[config.mk]
export PLATFORM = sky130hd
export DESIGN_NAME = rt_ibex_window_ctrl
export DESIGN_NICKNAME = d
export VERILOG_FILES = /design/src/rtl/rt_ibex_window_pkg.sv /design/src/rtl/rt_ibex_window_perf.sv /design/src/rtl/rt_ibex_window_ctrl.sv
export SDC_FILE = /design/constraint.sdc
export NUM_CORES = 1
export LEC_CHECK = 0
export ABC_AREA = 1
export CORE_ASPECT_RATIO = 1.25
export CORE_MARGIN = 5
export CORE_UTILIZATION = 25
export CTS_CLUSTER_DIAMETER = 40
export DETAILED_ROUTE_END_ITERATION = 16
export PLACE_DENSITY_LB_ADDON = 0.05
export REMOVE_ABC_BUFFERS = 1
export SLEW_MARGIN = 20
export SYNTH_ARGS = -nofsm -noshare
export SYNTH_HDL_FRONTEND = slang
export SYNTH_SLANG_ARGS = --single-unit
[constraint.sdc]
create_clock -name clk_i -period 4.2 [get_ports clk_i]
set_input_delay 0.63 -clock clk_i [delete_from_list [all_inputs] [get_ports clk_i]]
set_output_delay 0.63 -clock clk_i [all_outputs]
set_load 0.05 [all_outputs]
[src/rtl/rt_ibex_window_pkg.sv]
// Shared types and defaults for the register-window sequencer.
// Optional feature macro: RT_IBEX_WINDOW_PERF_EN (performance counters).
package rt_ibex_window_pkg;

    // Controller states
    typedef enum logic [2:0] {
        StIdle,
        StDrain,
        StSave,
        StPush,
        StPop,
        StRestore,
        StAck
    } window_ctrl_state_e;

    // Width of the hardware depth counter for a given window count.
    // At least one bit so that a two-window file still has a counter.
    function automatic int unsigned hw_depth_width(input int unsigned num_windows);
        return (num_windows > 2) ? $clog2(num_windows) : 1;
    endfunction

    localparam int unsigned DefaultNumRegisterWindows = 4;
    localparam int unsigned HwDepthWidth = hw_depth_width(DefaultNumRegisterWindows);

endpackage

[src/rtl/rt_ibex_window_perf.sv]
// Saturating performance counters for the register-window sequencer.
// Only instantiated when RT_IBEX_WINDOW_PERF_EN is defined.
module rt_ibex_window_perf
    import rt_ibex_window_pkg::*;
#(
    parameter int unsigned DepthWidth = 8
) (
    input  logic                  clk_i,
    input  logic                  rst_ni,
    input  logic                  push_i,
    input  logic                  ovf_entry_i,
    input  logic [DepthWidth-1:0] depth_i,
    output logic [31:0]           perf_push_o,
    output logic [31:0]           perf_ovf_o,
    output logic [DepthWidth-1:0] perf_max_depth_o
);

    logic [31:0]           push_cnt_q, push_cnt_d;
    logic [31:0]           ovf_cnt_q, ovf_cnt_d;
    logic [DepthWidth-1:0] max_depth_q, max_depth_d;

    // Next-state: counters stick at all-ones, high-water mark only rises
    always_comb begin
        push_cnt_d  = push_cnt_q;
        ovf_cnt_d   = ovf_cnt_q;
        max_depth_d = max_depth_q;
        if (push_i && (push_cnt_q != '1)) begin
            push_cnt_d = push_cnt_q + 32'd1;
        end
        if (ovf_entry_i && (ovf_cnt_q != '1)) begin
            ovf_cnt_d = ovf_cnt_q + 32'd1;
        end
        if (depth_i > max_depth_q) begin
            max_depth_d = depth_i;
        end
    end

    // Counter registers
    always_ff @(posedge clk_i or negedge rst_ni) begin
        if (!rst_ni) begin
            push_cnt_q  <= '0;
            ovf_cnt_q   <= '0;
            max_depth_q <= '0;
        end else begin
            push_cnt_q  <= push_cnt_d;
            ovf_cnt_q   <= ovf_cnt_d;
            max_depth_q <= max_depth_d;
        end
    end

    assign perf_push_o      = push_cnt_q;
    assign perf_ovf_o       = ovf_cnt_q;
    assign perf_max_depth_o = max_depth_q;

endmodule

[src/rtl/rt_ibex_window_ctrl.sv]
// Register-window sequencer: turns interrupt entry / mret requests into ordered
// save/push and pop/restore strobes, tracks nesting depth and window overflow.
// Optional feature macro: RT_IBEX_WINDOW_PERF_EN adds saturating perf counters.
module rt_ibex_window_ctrl
    import rt_ibex_window_pkg::*;
#(
    parameter int unsigned NumRegisterWindows = DefaultNumRegisterWindows,
    parameter int unsigned DepthWidth         = 8
) (
    input  logic                  clk_i,
    input  logic                  rst_ni,
    input  logic                  entry_req_i,
    input  logic                  exit_req_i,
    input  logic                  wb_idle_i,
    input  logic                  window_full_i,
    output logic                  ack_o,
    output logic                  busy_o,
    output logic                  save_csr_o,
    output logic                  increment_ptr_o,
    output logic                  decrement_ptr_o,
    output logic                  restore_csr_o,
    output logic                  overflow_o,
    output logic [DepthWidth-1:0] depth_o,
    output logic                  err_o
`ifdef RT_IBEX_WINDOW_PERF_EN
    ,
    output logic [31:0]           perf_push_o,
    output logic [31:0]           perf_ovf_o,
    output logic [DepthWidth-1:0] perf_max_depth_o
`endif
);

    localparam int unsigned HwW = hw_depth_width(NumRegisterWindows);
    localparam logic [HwW-1:0] HwMax = HwW'(NumRegisterWindows - 1);

    window_ctrl_state_e state_q, state_d;
    logic               entry_q, entry_d;   // direction of the request in flight
    logic [HwW-1:0]        hw_depth_q, hw_depth_d;
    logic [DepthWidth-1:0] ovf_depth_q, ovf_depth_d;
    logic                  err_q, err_d;

    logic [DepthWidth-1:0] depth;
    logic                  hw_room;
    logic                  depth_sat;
    logic                  windowed;
    logic                  ovf_nz;
    logic                  hw_nz;

    assign depth     = DepthWidth'(hw_depth_q) + ovf_depth_q;
    assign hw_room   = (hw_depth_q < HwMax);
    assign depth_sat = &depth;
    // A saturated total depth also refuses a push so depth_o cannot wrap
    assign windowed  = hw_room && !window_full_i && !depth_sat;
    assign ovf_nz    = |ovf_depth_q;
    assign hw_nz     = |hw_depth_q;

    // State register
    always_ff @(posedge clk_i or negedge rst_ni) begin
        if (!rst_ni) begin
            state_q <= StIdle;
            entry_q <= 1'b0;
        end else begin
            state_q <= state_d;
            entry_q <= entry_d;
        end
    end

    // Next-state logic; entry wins over exit when both are pending in idle
    always_comb begin
        state_d = state_q;
        entry_d = entry_q;
        unique case (state_q)
            StIdle: begin
                if (entry_req_i) begin
                    state_d = StDrain;
                    entry_d = 1'b1;
                end else if (exit_req_i) begin
                    state_d = StDrain;
                    entry_d = 1'b0;
                end
            end
            StDrain: begin
                if (wb_idle_i) begin
                    if (entry_q) begin
                        state_d = windowed ? StSave : StAck;
                    end else if (!ovf_nz && hw_nz) begin
                        state_d = StPop;
                    end else begin
                        state_d = StAck;
                    end
                end
            end
            StSave:    state_d = StPush;
            StPush:    state_d = StAck;
            StPop:     state_d = StRestore;
            StRestore: state_d = StAck;
            StAck:     state_d = StIdle;
            default:   state_d = StIdle;
        endcase
    end

    // Output decode from state only
    always_comb begin
        ack_o           = 1'b0;
        save_csr_o      = 1'b0;
        increment_ptr_o = 1'b0;
        decrement_ptr_o = 1'b0;
        restore_csr_o   = 1'b0;
        busy_o          = (state_q != StIdle);
        unique case (state_q)
            StSave:    save_csr_o      = 1'b1;
            StPush:    increment_ptr_o = 1'b1;
            StPop:     decrement_ptr_o = 1'b1;
            StRestore: restore_csr_o   = 1'b1;
            StAck:     ack_o           = 1'b1;
            default:   ;
        endcase
    end

    // Depth and sticky error update; overflow levels are resolved as DRAIN completes
    always_comb begin
        hw_depth_d  = hw_depth_q;
        ovf_depth_d = ovf_depth_q;
        err_d       = err_q;
        if ((state_q == StDrain) && wb_idle_i) begin
            if (entry_q) begin
                // Register file claims full while we still see a free window
                if (hw_room && window_full_i) begin
                    err_d = 1'b1;
                end
                if (!windowed) begin
                    if (depth_sat) begin
                        err_d = 1'b1;
                    end else begin
                        ovf_depth_d = ovf_depth_q + 1'b1;
                    end
                end
            end else begin
                if (ovf_nz) begin
                    ovf_depth_d = ovf_depth_q - 1'b1;
                end else if (!hw_nz) begin
                    err_d = 1'b1;
                end
            end
        end
        if (state_q == StPush) begin
            hw_depth_d = hw_depth_q + 1'b1;
        end
        if (state_q == StPop) begin
            hw_depth_d = hw_depth_q - 1'b1;
        end
    end

    // Depth counters and error flag
    always_ff @(posedge clk_i or negedge rst_ni) begin
        if (!rst_ni) begin
            hw_depth_q  <= '0;
            ovf_depth_q <= '0;
            err_q       <= 1'b0;
        end else begin
            hw_depth_q  <= hw_depth_d;
            ovf_depth_q <= ovf_depth_d;
            err_q       <= err_d;
        end
    end

    assign overflow_o = ovf_nz;
    assign depth_o    = depth;
    assign err_o      = err_q;

`ifdef RT_IBEX_WINDOW_PERF_EN
    logic ovf_entry;
    assign ovf_entry = (state_q == StDrain) && wb_idle_i && entry_q && !windowed;

    rt_ibex_window_perf #(
        .DepthWidth (DepthWidth)
    ) u_perf (
        .clk_i            (clk_i),
        .rst_ni           (rst_ni),
        .push_i           (state_q == StPush),
        .ovf_entry_i      (ovf_entry),
        .depth_i          (depth),
        .perf_push_o      (perf_push_o),
        .perf_ovf_o       (perf_ovf_o),
        .perf_max_depth_o (perf_max_depth_o)
    );
`endif

endmodule

==> reports/metrics.json, run 1 <==
{
  "totalNegativeSetupSlack": {"value": 0, "unit": "ns"},
  "worst_setup_hold_path_clk_slew": {"value": 0.07, "unit": "ns"},
  "final.setup.worst_slack": {"value": 0.9307, "unit": "ns"},
  "critical_path_start_end_classification": {"value": "flop to output pin"},
  "hold_depth": {"value": 2},
  "avgViaCountPerCell": {"value": 4.450},
  "place_ws": {"value": 1.199, "unit": "ns"},
  "grt_first_pass_wirelength": {"value": 6251, "unit": "um"},
  "synth_top_area_cell": {"value": "sky130_fd_sc_hd__dfrtp_1"},
  "critPathArrivalTime": {"value": 2.64, "unit": "ns"},
  "die_area": {"value": 0.007405, "unit": "mm2"},
  "floorplan.rows": {"value": 31},
  "part_of_the_cycle_the_worst_path_needs": {"value": 77.84, "unit": "%"},
  "ctsHtreeMaxLevel": {"value": 1},
  "multi_input_comb_area": {"value": 918.4, "unit": "um2"},
  "antenna_violating_nets_post_route": {"value": 0},
  "n_fill_cell": {"value": 625},
  "timing.critical_path.to_type": {"value": "output pin"},
  "fin_nets": {"value": 242},
  "groute.usage.overall": {"value": 10.64, "unit": "%"},
  "cts_tree": {"value": "yes"},
  "post-synth-top-area-fraction": {"value": 26.00, "unit": "%"},
  "achievable-frequency": {"value": 305.9, "unit": "MHz"},
  "postSynthAreaPerCell": {"value": 7.148, "unit": "um2"},
  "dp_cells": {"value": 287},
  "detailed_place_hpwl": {"value": 3083, "unit": "um"},
  "iter_0_drt_violations": {"value": 43},
  "most_common_cell_after_layout_fill_and_taps_aside": {"value": "sky130_fd_sc_hd__nand2_1"},
  "timing.slew.headroom": {"value": 52.28, "unit": "%"},
  "area_delta_synth_final": {"value": 22.18, "unit": "%"},
  "diodes": {"value": 0},
  "number_of_buffers_inserted_by_hold_repair_at_cts": {"value": 0},
  "pin_count": {"value": 22},
  "finalWeightedCongestion": {"value": 0.8351},
  "ctsResizeCount": {"value": 0},
  "synthTopCellsByArea": {"value": "sky130_fd_sc_hd__dfrtp_1 (26%), sky130_fd_sc_hd__nand2_1 (15%), sky130_fd_sc_hd__inv_1 (7.3%)"},
  "floorplan.die.width": {"value": 77.98, "unit": "um"},
  "grt_overflow_total": {"value": 0},
  "warnings_synthesis": {"value": 0},
  "vias": {"value": 1295},
  "cts_root_buffer": {"value": "sky130_fd_sc_hd__clkbuf_8"},
  "largest_net_degree_at_the_start_of_global_routing": {"value": 16},
  "tightest_slew": {"value": 0.7136, "unit": "ns"},
  "first_global_vias": {"value": 1277},
  "stdcell_count": {"value": 291},
  "flip_flop_and_latch_count_after_synthesis": {"value": 15},
  "clock_tree.buffer_depth": {"value": 2},
  "antenna_found_initial": {"value": 0},
  "min_period": {"value": 3.269, "unit": "ns"},
  "initial_core_util": {"value": 25.32, "unit": "%"},
  "hold_viol_final": {"value": 0},
  "grt_setup_unrepaired": {"value": "no"},
  "worst_clock_skew": {"value": 0.001399, "unit": "ns"},
  "timing.max_cap.violations": {"value": 0},
  "slew_violations": {"value": 0},
  "synth.lib_cells_used.distinct": {"value": 32},
  "first_pass_iters": {"value": 4},
  "cts_made_buffers": {"value": 3},
  "drc_violations_left": {"value": 0},
  "die_height": {"value": 94.97, "unit": "um"},
  "crit_fanout": {"value": 6},
  "cts_setup_buffers": {"value": 0},
  "final-seq-area": {"value": 375.4, "unit": "um2"},
  "wirelength": {"value": 3714, "unit": "um"},
  "synth_area": {"value": 0.001444, "unit": "mm2"},
  "core_area": {"value": 0.005702, "unit": "mm2"},
  "finalSetupViolCount": {"value": 0},
  "worst-r2r-cell-count": {"value": 15},
  "drive_gt1_share": {"value": 11.56, "unit": "%"},
  "clk-insertion-delay-late": {"value": 0.25, "unit": "ns"},
  "worst_hold_slack": {"value": 0.4648, "unit": "ns"},
  "timing.critical_path.from_type": {"value": "flop"},
  "wl_per_cell": {"value": 12.76, "unit": "um"},
  "clock-sinks": {"value": 15},
  "seq_area_frac_synth": {"value": 26.00, "unit": "%"},
  "port-buffer-count": {"value": 21},
  "most_frequent_cells_in_the_layout": {"value": "sky130_fd_sc_hd__nand2_1 (59), sky130_fd_sc_hd__inv_1 (28), sky130_fd_sc_hd__clkdlybuf4s50_1 (21)"},
  "hold_path.class": {"value": "flop to flop"},
  "worst-endpoint-required": {"value": 3.57, "unit": "ns"},
  "status": {"value": "complete, no violations"},
  "post_synth_inst_count": {"value": 202}
}
## path summary, 6_finish.rpt
check                                    start  slack (ns)             end
worst max register to register  ovf_depth_q[0]        1.83  ovf_depth_q[5]
worst max-delay path            ovf_depth_q[0]        0.93      depth_o[6]
worst min register to register           err_o        0.46           err_o
worst min-delay path                     err_o        0.46           err_o
min in group asynchronous               rst_ni        0.80           err_o
max in group asynchronous               rst_ni        2.95  ovf_depth_q[7]
## metal layers
layer | global-route usage, % | part of all wire [%] | vias up
li1 | - | - | 691
met1 | 13.23 | 45 | 588
met2 | 18.87 | 51 | 12
met3 | 1.431 | 2.4 | 4
met4 | 3.380 | 1.4 | 0
met5 | 0 | 0 | -
## sequential cells by signal (all words and copies together) (netlist names)
register and cells:
entry_q 1, ovf_depth_q 8, hw_depth_q 2, state_q 3, err_o 1
## synthesized netlist by cell type
master                      n
sky130_fd_sc_hd__nand2_1   59
sky130_fd_sc_hd__inv_1     28
sky130_fd_sc_hd__dfrtp_1   15
sky130_fd_sc_hd__nand3_1   13
sky130_fd_sc_hd__nor2_1    13
sky130_fd_sc_hd__nand4_1   12
sky130_fd_sc_hd__ha_1       8
sky130_fd_sc_hd__inv_2      7
sky130_fd_sc_hd__xor2_1     6
sky130_fd_sc_hd__nand2_2    4
sky130_fd_sc_hd__nor3_1     4
sky130_fd_sc_hd__a21oi_1    3
sky130_fd_sc_hd__o21ai_0    3
sky130_fd_sc_hd__a31oi_1    2
sky130_fd_sc_hd__fa_1       2
sky130_fd_sc_hd__nand2_4    2
sky130_fd_sc_hd__nand3_4    2
sky130_fd_sc_hd__nor2_2     2
sky130_fd_sc_hd__nor2_8     2
sky130_fd_sc_hd__o21ai_1    2
sky130_fd_sc_hd__xnor2_1    2
sky130_fd_sc_hd__a211oi_1   1
sky130_fd_sc_hd__a21boi_0   1
sky130_fd_sc_hd__a21o_1     1
sky130_fd_sc_hd__a21oi_4    1
sky130_fd_sc_hd__buf_4      1
sky130_fd_sc_hd__buf_6      1
sky130_fd_sc_hd__nand2_8    1
sky130_fd_sc_hd__nand3_2    1
sky130_fd_sc_hd__nand3b_1   1
sky130_fd_sc_hd__o31ai_1    1
sky130_fd_sc_hd__or2_1      1
## critical path, cell delays in order (launching register included)
cell and delay (ns):
sky130_fd_sc_hd__dfrtp_1 0.46, sky130_fd_sc_hd__ha_1 0.23, sky130_fd_sc_hd__inv_1 0.06, sky130_fd_sc_hd__fa_1 0.41, sky130_fd_sc_hd__inv_1 0.09, sky130_fd_sc_hd__nand2_1 0.08
sky130_fd_sc_hd__nor2_1 0.12, sky130_fd_sc_hd__nand2_1 0.07, sky130_fd_sc_hd__nand2_2 0.08, sky130_fd_sc_hd__clkdlybuf4s50_1 0.80
## per-stage QoR
stage | utilization [%] | instance area [um2]
global route | 30.94 | 1764
global placement | 30.13 | 1718
detailed placement | 30.13 | 1718
floorplan | - | 1425
finish | 30.94 | 1764
CTS | 30.94 | 1764
## cell families after synthesis
family	Yosys count	synth area share (%)
xor gates and xnor gates	8	4.853
adders and majority gates	10	9.706
DFF	15	26.00
buffers and inverters	37	10.40
AOI/OAI and AO/OA	15	6.846
and+or+nand+nor	117	42.20
## layout make-up
cell class	count	area share [%]
clock buffer	3	2.340
clock inverter	1	0.2837
inverter	35	7.447
multi-input combinational	150	52.06
sequential	15	21.28
tap	66	4.681
timing repair buffer	21	11.91
Power of run 1 is not shown: default switching activity piles up to over one toggle a cycle in this logic, so the estimate is an artifact.
==> inputs of run 2 (changes only) <==
Clock period 4.2 ns to 2.8 ns, I/O delays scaled along.
==> run 2 against run 1 <==
  * Design area increased by 0.99%
  * Flip-flop and latch count unchanged
  * Worst hold slack got worse by 0.0051 ns
  * Die area unchanged
  * Cell count increased by 0.34%
  * Sequential share of layout area decreased by 0.21 points
  * Global-route usage decreased by 0.099 points
  * Register-to-register slack got worse by 1.5 ns
  * Clock skew increased by 0.0028 ns
  * Critical endpoint is now depth_o[5]
  * Largest cell class unchanged
==> reports/metrics.json, run 2 (same netlist as run 1, synthesis figures left out) <==
{
  "status": {"value": "complete, no violations"},
  "ctsResizeCount": {"value": 0, "change": "unchanged"},
  "worst-endpoint-required": {"value": 2.38, "unit": "ns", "change": "-1.19 ns"},
  "timing.slew.headroom": {"value": 50.72, "unit": "%", "change": "-1.6 points"},
  "critPathArrivalTime": {"value": 2.28, "unit": "ns", "change": "-0.36 ns"},
  "cp_num_buf_inv": {"value": 2, "change": "-1"},
  "avgViaCountPerCell": {"value": 4.589, "change": "+3.1%"},
  "number_of_buffers_inserted_by_hold_repair_at_cts": {"value": 0, "change": "unchanged"},
  "part_of_the_cycle_the_worst_path_needs": {"value": 96.29, "unit": "%"},
  "most_frequent_cells_in_the_layout": {"value": "sky130_fd_sc_hd__nand2_1 (59), sky130_fd_sc_hd__inv_1 (28), sky130_fd_sc_hd__clkdlybuf4s50_1 (16)"},
  "final.setup.worst_slack": {"value": 0.1038, "unit": "ns", "change": "-0.8268 ns"},
  "largest_net_degree_at_the_start_of_global_routing": {"value": 16, "change": "unchanged"},
  "cpLargestDelayFamily": {"value": "buffers and inverters"},
  "timing.max_cap.violations": {"value": 0, "change": "unchanged"},
  "finalWeightedCongestion": {"value": 0.8608, "change": "+3.1%"},
  "first_pass_iters": {"value": 4, "change": "unchanged"},
  "grt_setup_unrepaired": {"value": "no"},
  "worst_setup_hold_path_clk_slew": {"value": 0.07, "unit": "ns", "change": "about the same"},
  "iter_0_drt_violations": {"value": 33, "change": "-23%"},
  "most_common_cell_after_layout_fill_and_taps_aside": {"value": "sky130_fd_sc_hd__nand2_1"},
  "critical_path_start_end_classification": {"value": "flop to output pin"},
  "grt_overflow_total": {"value": 0, "change": "unchanged"},
  "place_ws": {"value": 0.3398, "unit": "ns", "change": "-0.8589 ns"},
  "vias": {"value": 1340, "change": "+3.5%"},
  "cts_setup_buffers": {"value": 0, "change": "unchanged"},
  "largest_register_ff_count": {"value": 8, "change": "unchanged"},
  "die_height": {"value": 94.97, "unit": "um", "change": "unchanged"},
  "cts_made_buffers": {"value": 3, "change": "unchanged"},
  "min_period": {"value": 2.696, "unit": "ns"},
  "initial_core_util": {"value": 25.32, "unit": "%", "change": "unchanged"},
  "die_area": {"value": 0.007405, "unit": "mm2", "change": "unchanged"},
  "wirelength": {"value": 3845, "unit": "um", "change": "+3.5%"},
  "drc_violations_left": {"value": 0, "change": "unchanged"},
  "detailed_place_hpwl": {"value": 3206, "unit": "um", "change": "+4.0%"},
  "regMostFlops": {"value": "ovf_depth_q"},
  "timing.critical_path.slowest_cell_delay": {"value": 0.79, "unit": "ns", "change": "about the same"},
  "totalNegativeSetupSlack": {"value": 0, "unit": "ns", "change": "unchanged"},
  "core_area": {"value": 0.005702, "unit": "mm2", "change": "unchanged"},
  "reg_top3": {"value": "ovf_depth_q (8), state_q (3), hw_depth_q (2)"},
  "hold_viol_final": {"value": 0, "change": "unchanged"},
  "achievable-frequency": {"value": 370.9, "unit": "MHz"},
  "wl_per_cell": {"value": 13.17, "unit": "um", "change": "+3.2%"},
  "critical-path-slowest-cell": {"value": "sky130_fd_sc_hd__clkdlybuf4s50_1"},
  "cts_tree": {"value": "yes"},
  "worst_clock_skew": {"value": 0.004183, "unit": "ns", "change": "+0.002784 ns"},
  "clock_tree.buffer_depth": {"value": 2, "change": "unchanged"},
  "floorplan.rows": {"value": 31, "change": "unchanged"},
  "antenna_found_initial": {"value": 0, "change": "unchanged"},
  "fin_nets": {"value": 243, "change": "+0.41%"},
  "crit_chain": {"value": "ha_1 > nand3_1 > nand2_1 > nand3_1 > nand2_2 > inv_1 > clkdlybuf4s50_1"},
  "ctsHtreeMaxLevel": {"value": 1, "change": "unchanged"},
  "diodes": {"value": 0, "change": "unchanged"},
  "n_fill_cell": {"value": 627, "change": "+0.32%"},
  "clock-sinks": {"value": 15, "change": "unchanged"},
  "clk-insertion-delay-late": {"value": 0.26, "unit": "ns", "change": "about the same"},
  "timing.critical_path.mode_cell": {"value": "sky130_fd_sc_hd__nand3_1"},
  "crit_fanout": {"value": 5, "change": "-1"},
  "timing.critical_path.to_type": {"value": "output pin"},
  "area_delta_synth_final": {"value": 23.40, "unit": "%"},
  "port-buffer-count": {"value": 21, "change": "unchanged"},
  "tightest_slew": {"value": 0.7369, "unit": "ns", "change": "+0.02330 ns"},
  "finalSetupViolCount": {"value": 0, "change": "unchanged"},
  "grt_first_pass_wirelength": {"value": 6134, "unit": "um", "change": "-1.9%"},
  "timing.critical_path.from_type": {"value": "flop"},
  "antenna_violating_nets_post_route": {"value": 0, "change": "unchanged"},
  "slew_violations": {"value": 0, "change": "unchanged"},
  "first_global_vias": {"value": 1260, "change": "-1.3%"},
  "floorplan.die.width": {"value": 77.98, "unit": "um", "change": "unchanged"},
  "cts_root_buffer": {"value": "sky130_fd_sc_hd__clkbuf_8"},
  "hold_path.class": {"value": "flop to flop"},
  "groute.usage.overall": {"value": 10.54, "unit": "%", "change": "-0.099 points"},
  "pin_count": {"value": 22, "change": "unchanged"},
  "drive_gt1_share": {"value": 13.27, "unit": "%", "change": "+1.7 points"}
}
## run 2: changes by cell type in the layout (fill, tap and decap cells not counted), sizes merged
cell / previous run / this run
buf: 0 / 4
dlymetal6s2s: 0 / 2
clkdlybuf4s50: 21 / 16
## run 2: worst paths after layout
path	from	end	slack [ns]	depth (start not counted)
max reg2reg	ovf_depth_q[0]	ovf_depth_q[1]	0.38	15
min	err_o	err_o	0.46	2
max in group asynchronous	rst_ni	state_q[0]	1.74	1
min reg2reg	err_o	err_o	0.46	2
min in group asynchronous	rst_ni	ovf_depth_q[2]	0.60	1
max	ovf_depth_q[1]	depth_o[5]	0.10	7
## run 2: routing by layer
metal / track usage (%) / share of wire [%] / vias up
met5: 0 / 0 / -
met4: 4.930 / 2.7 / 0
li1: - / - / 705
met1: 12.59 / 43 / 613
met3: 1.336 / 2.2 / 7
met2: 18.59 / 52 / 15
## run 2: metrics by stage
stage	instances	instance area [um2]	utilization, %	hold WS, ns
2_1_floorplan	200	1425	-	0.1244
3_3_place_gp	288	1730	30.35	0.4464
3_5_place_dp	288	1730	30.35	0.4531
4_1_cts	292	1777	31.16	0.4670
5_1_grt	292	1782	31.25	0.5037
6_report	292	1782	31.25	0.4596
## run 2: area by class of cell
cell class | count | area (um2) | share of cell area (%)
Clock inverter | 1 | 5.005 | 0.2809
Inverter | 35 | 131.4 | 7.374
Tap cell | 66 | 82.58 | 4.635
Timing Repair Buffer | 22 | 227.7 | 12.78
Clock buffer | 3 | 41.29 | 2.317
Sequential cell | 15 | 375.4 | 21.07
Multi-Input combinational cell | 150 | 918.4 | 51.54
## run 2: tightest hold or removal path: stages (launching register included)
cell	delay (ns)
sky130_fd_sc_hd__dfrtp_1	0.34
sky130_fd_sc_hd__inv_1	0.04
sky130_fd_sc_hd__nand2_1	0.05
Power of run 2 is left out for the same reason.
==> inputs of run 3 (changes only) <==
Settings changed: CORE_UTILIZATION 25 to 45.
==> run 3 against run 2 <==
  * Cell count down 10%
  * Flip-flop and latch count is the same
  * Wire length decreased by 17%
  * Register-to-register slack improved by 0.04 ns
  * Non-clock buffer count is 1 lower
  * First-iteration DRC count grew 6.1%
  * Via count is 0.30% lower
  * Design area shrank 2.3%
  * Die area down 40%
  * Worst hold slack improved by 0.031 ns
  * Critical path depth down 1
  * Count of clock-buffer cells in the layout unchanged
==> reports/metrics.json, run 3 (same netlist as run 1, synthesis figures left out) <==
{
  "detailed_place_hpwl": {"value": 2660, "unit": "um", "change": "-17%"},
  "regMostFlops": {"value": "ovf_depth_q"},
  "tightest_slew": {"value": 0.7699, "unit": "ns", "change": "+0.03305 ns"},
  "ctsResizeCount": {"value": 0, "change": "unchanged"},
  "largest_register_ff_count": {"value": 8, "change": "unchanged"},
  "worst_clock_skew": {"value": 0.006967, "unit": "ns", "change": "+0.002785 ns"},
  "reg_top3": {"value": "ovf_depth_q (8), state_q (3), hw_depth_q (2)"},
  "drive_gt1_share": {"value": 12.89, "unit": "%", "change": "-0.39 points"},
  "grt_overflow_total": {"value": 0, "change": "unchanged"},
  "floorplan.die.width": {"value": 60.67, "unit": "um", "change": "-22%"},
  "clk-insertion-delay-late": {"value": 0.25, "unit": "ns", "change": "about the same"},
  "timing.critical_path.from_type": {"value": "flop"},
  "number_of_buffers_inserted_by_hold_repair_at_cts": {"value": 0, "change": "unchanged"},
  "min_period": {"value": 2.540, "unit": "ns", "change": "-0.1557 ns"},
  "wirelength": {"value": 3176, "unit": "um", "change": "-17%"},
  "initial_core_util": {"value": 45.61, "unit": "%", "change": "+20 points"},
  "diodes": {"value": 0, "change": "unchanged"},
  "critical-path-slowest-cell": {"value": "sky130_fd_sc_hd__clkdlybuf4s50_1"},
  "grt_setup_unrepaired": {"value": "no"},
  "pin_count": {"value": 22, "change": "unchanged"},
  "critical_path_start_end_classification": {"value": "flop to output pin"},
  "drc_violations_left": {"value": 0, "change": "unchanged"},
  "most_common_cell_after_layout_fill_and_taps_aside": {"value": "sky130_fd_sc_hd__nand2_1"},
  "multi_input_comb_area": {"value": 918.4, "unit": "um2", "change": "unchanged"},
  "floorplan.rows": {"value": 23, "change": "-26%"},
  "place_ws": {"value": 0.3307, "unit": "ns", "change": "-0.009107 ns"},
  "grt_first_pass_wirelength": {"value": 5637, "unit": "um", "change": "-8.1%"},
  "final-seq-area": {"value": 375.4, "unit": "um2", "change": "unchanged"},
  "clock-sinks": {"value": 15, "change": "unchanged"},
  "grtUsageMet1": {"value": 21.09, "unit": "%", "change": "+8.5 points"},
  "area_delta_synth_final": {"value": 20.54, "unit": "%"},
  "groute.usage.overall": {"value": 16.44, "unit": "%", "change": "+5.9 points"},
  "cts_root_buffer": {"value": "sky130_fd_sc_hd__clkbuf_8"},
  "port-buffer-count": {"value": 21, "change": "unchanged"},
  "slew_violations": {"value": 0, "change": "unchanged"},
  "timing.critical_path.slowest_cell_delay": {"value": 0.81, "unit": "ns", "change": "+0.02 ns"},
  "status": {"value": "complete, no violations"},
  "largest_net_degree_at_the_start_of_global_routing": {"value": 16, "change": "unchanged"},
  "ctsHtreeMaxLevel": {"value": 1, "change": "unchanged"},
  "antenna_found_initial": {"value": 0, "change": "unchanged"},
  "cts_tree": {"value": "yes"},
  "n_fill_cell": {"value": 306, "change": "-51%"},
  "first_pass_iters": {"value": 4, "change": "unchanged"},
  "crit_chain": {"value": "ha_1 > nand2_1 > nand2_1 > nand3_1 > nand2_1 > clkdlybuf4s50_1"},
  "worst_setup_hold_path_clk_slew": {"value": 0.07, "unit": "ns", "change": "about the same"},
  "met3_usage": {"value": 2.812, "unit": "%", "change": "+1.5 points"},
  "clock_tree.buffer_depth": {"value": 2, "change": "unchanged"},
  "startpoint": {"value": "ovf_depth_q[1]"},
  "fin_nets": {"value": 242, "change": "-0.41%"},
  "finalWeightedCongestion": {"value": 0.9066, "change": "+5.3%"},
  "cts_made_buffers": {"value": 3, "change": "unchanged"},
  "avgViaCountPerCell": {"value": 5.099, "change": "+11%"},
  "worstHoldStart": {"value": "err_o"},
  "crit_fanout": {"value": 5, "change": "unchanged"},
  "final.setup.worst_slack": {"value": 0.2596, "unit": "ns", "change": "+0.1557 ns"},
  "die_height": {"value": 73.33, "unit": "um", "change": "-23%"},
  "most_frequent_cells_in_the_layout": {"value": "sky130_fd_sc_hd__nand2_1 (59), sky130_fd_sc_hd__inv_1 (28), sky130_fd_sc_hd__dfrtp_1 (15), sky130_fd_sc_hd__clkdlybuf4s50_1 (15)"},
  "core_area": {"value": 0.003166, "unit": "mm2", "change": "-44%"},
  "vias": {"value": 1336, "change": "-0.30%"},
  "antenna_violating_nets_post_route": {"value": 0, "change": "unchanged"},
  "totalNegativeSetupSlack": {"value": 0, "unit": "ns", "change": "unchanged"},
  "part_of_the_cycle_the_worst_path_needs": {"value": 90.73, "unit": "%", "change": "-5.6 points"},
  "cts_setup_buffers": {"value": 0, "change": "unchanged"},
  "timing.max_cap.violations": {"value": 0, "change": "unchanged"},
  "die_area": {"value": 0.004449, "unit": "mm2", "change": "-40%"},
  "reg2reg_from": {"value": "ovf_depth_q[0]"},
  "wl_per_cell": {"value": 12.12, "unit": "um", "change": "-7.9%"},
  "placed_cell_area": {"value": 0.001687, "unit": "mm2", "change": "-2.5%"},
  "finalSetupViolCount": {"value": 0, "change": "unchanged"},
  "first_global_vias": {"value": 1287, "change": "+2.1%"},
  "worst-endpoint-required": {"value": 2.38, "unit": "ns", "change": "about the same"},
  "iter_0_drt_violations": {"value": 35, "change": "+6.1%"},
  "global_route.peak_usage_layer": {"value": "met2"},
  "timing.critical_path.mode_cell": {"value": "sky130_fd_sc_hd__nand2_1"},
  "hold_path.class": {"value": "flop to flop"},
  "timing.critical_path.to_type": {"value": "output pin"},
  "timing.slew.headroom": {"value": 48.51, "unit": "%", "change": "-2.2 points"},
  "globalRouteMet2Util": {"value": 26.52, "unit": "%", "change": "+7.9 points"},
  "hold_viol_final": {"value": 0, "change": "unchanged"},
  "final_area": {"value": 0.001740, "unit": "mm2", "change": "-2.3%"},
  "critPathArrivalTime": {"value": 2.12, "unit": "ns", "change": "-0.16 ns"},
  "achievable-frequency": {"value": 393.6, "unit": "MHz", "change": "+6.1%"}
}
[run 3: final cells by class]
| cell class | instances | share of cell area [%] |
|---|---|---|
| Clock inverter | 1 | 0.2876 |
| Inverter | 35 | 7.549 |
| Clock buffer | 3 | 2.372 |
| Timing Repair Buffer | 21 | 12.80 |
| Sequential cell | 15 | 21.57 |
| Tap cell | 37 | 2.660 |
| Multi-Input combinational cell | 150 | 52.77 |
[run 3: critical path: cells and delay by family (launching register included)]
kind / cells / cell delay, ns
DFF: 1 / 0.44
and+or+nand+nor: 4 / 0.31
adders and majority gates: 1 / 0.32
buffers and inverters: 1 / 0.81
[run 3: final timing paths]
check	end	slack [ns]	cells after the start
min	err_o	0.49	2
max reg2reg	ovf_depth_q[4]	0.42	15
max in group asynchronous	ovf_depth_q[2]	1.70	1
min in group asynchronous	entry_q	0.62	1
max	depth_o[3]	0.26	6
min reg2reg	err_o	0.49	2
[run 3: per-layer routing]
metal / vias to the layer above / wire (um) / part of all wire (%)
met2: 23 / 1545 / 49
met1: 604 / 1399 / 44
met4: 0 / 89 / 2.8
met3: 9 / 142 / 4.5
met5: - / 0 / 0
li1: 700 / - / -
[run 3: through the flow]
stage                     std cells  utilization, %  hold slack [ns]
final                           262           54.98           0.4908
after global routing            262           54.98           0.5299
after CTS                       262           54.74           0.4967
after detailed placement        258           53.28           0.4798
after global placement          258           53.28           0.4463
after floorplan                 200               -           0.1244
Power of run 3 is left out for the same reason.
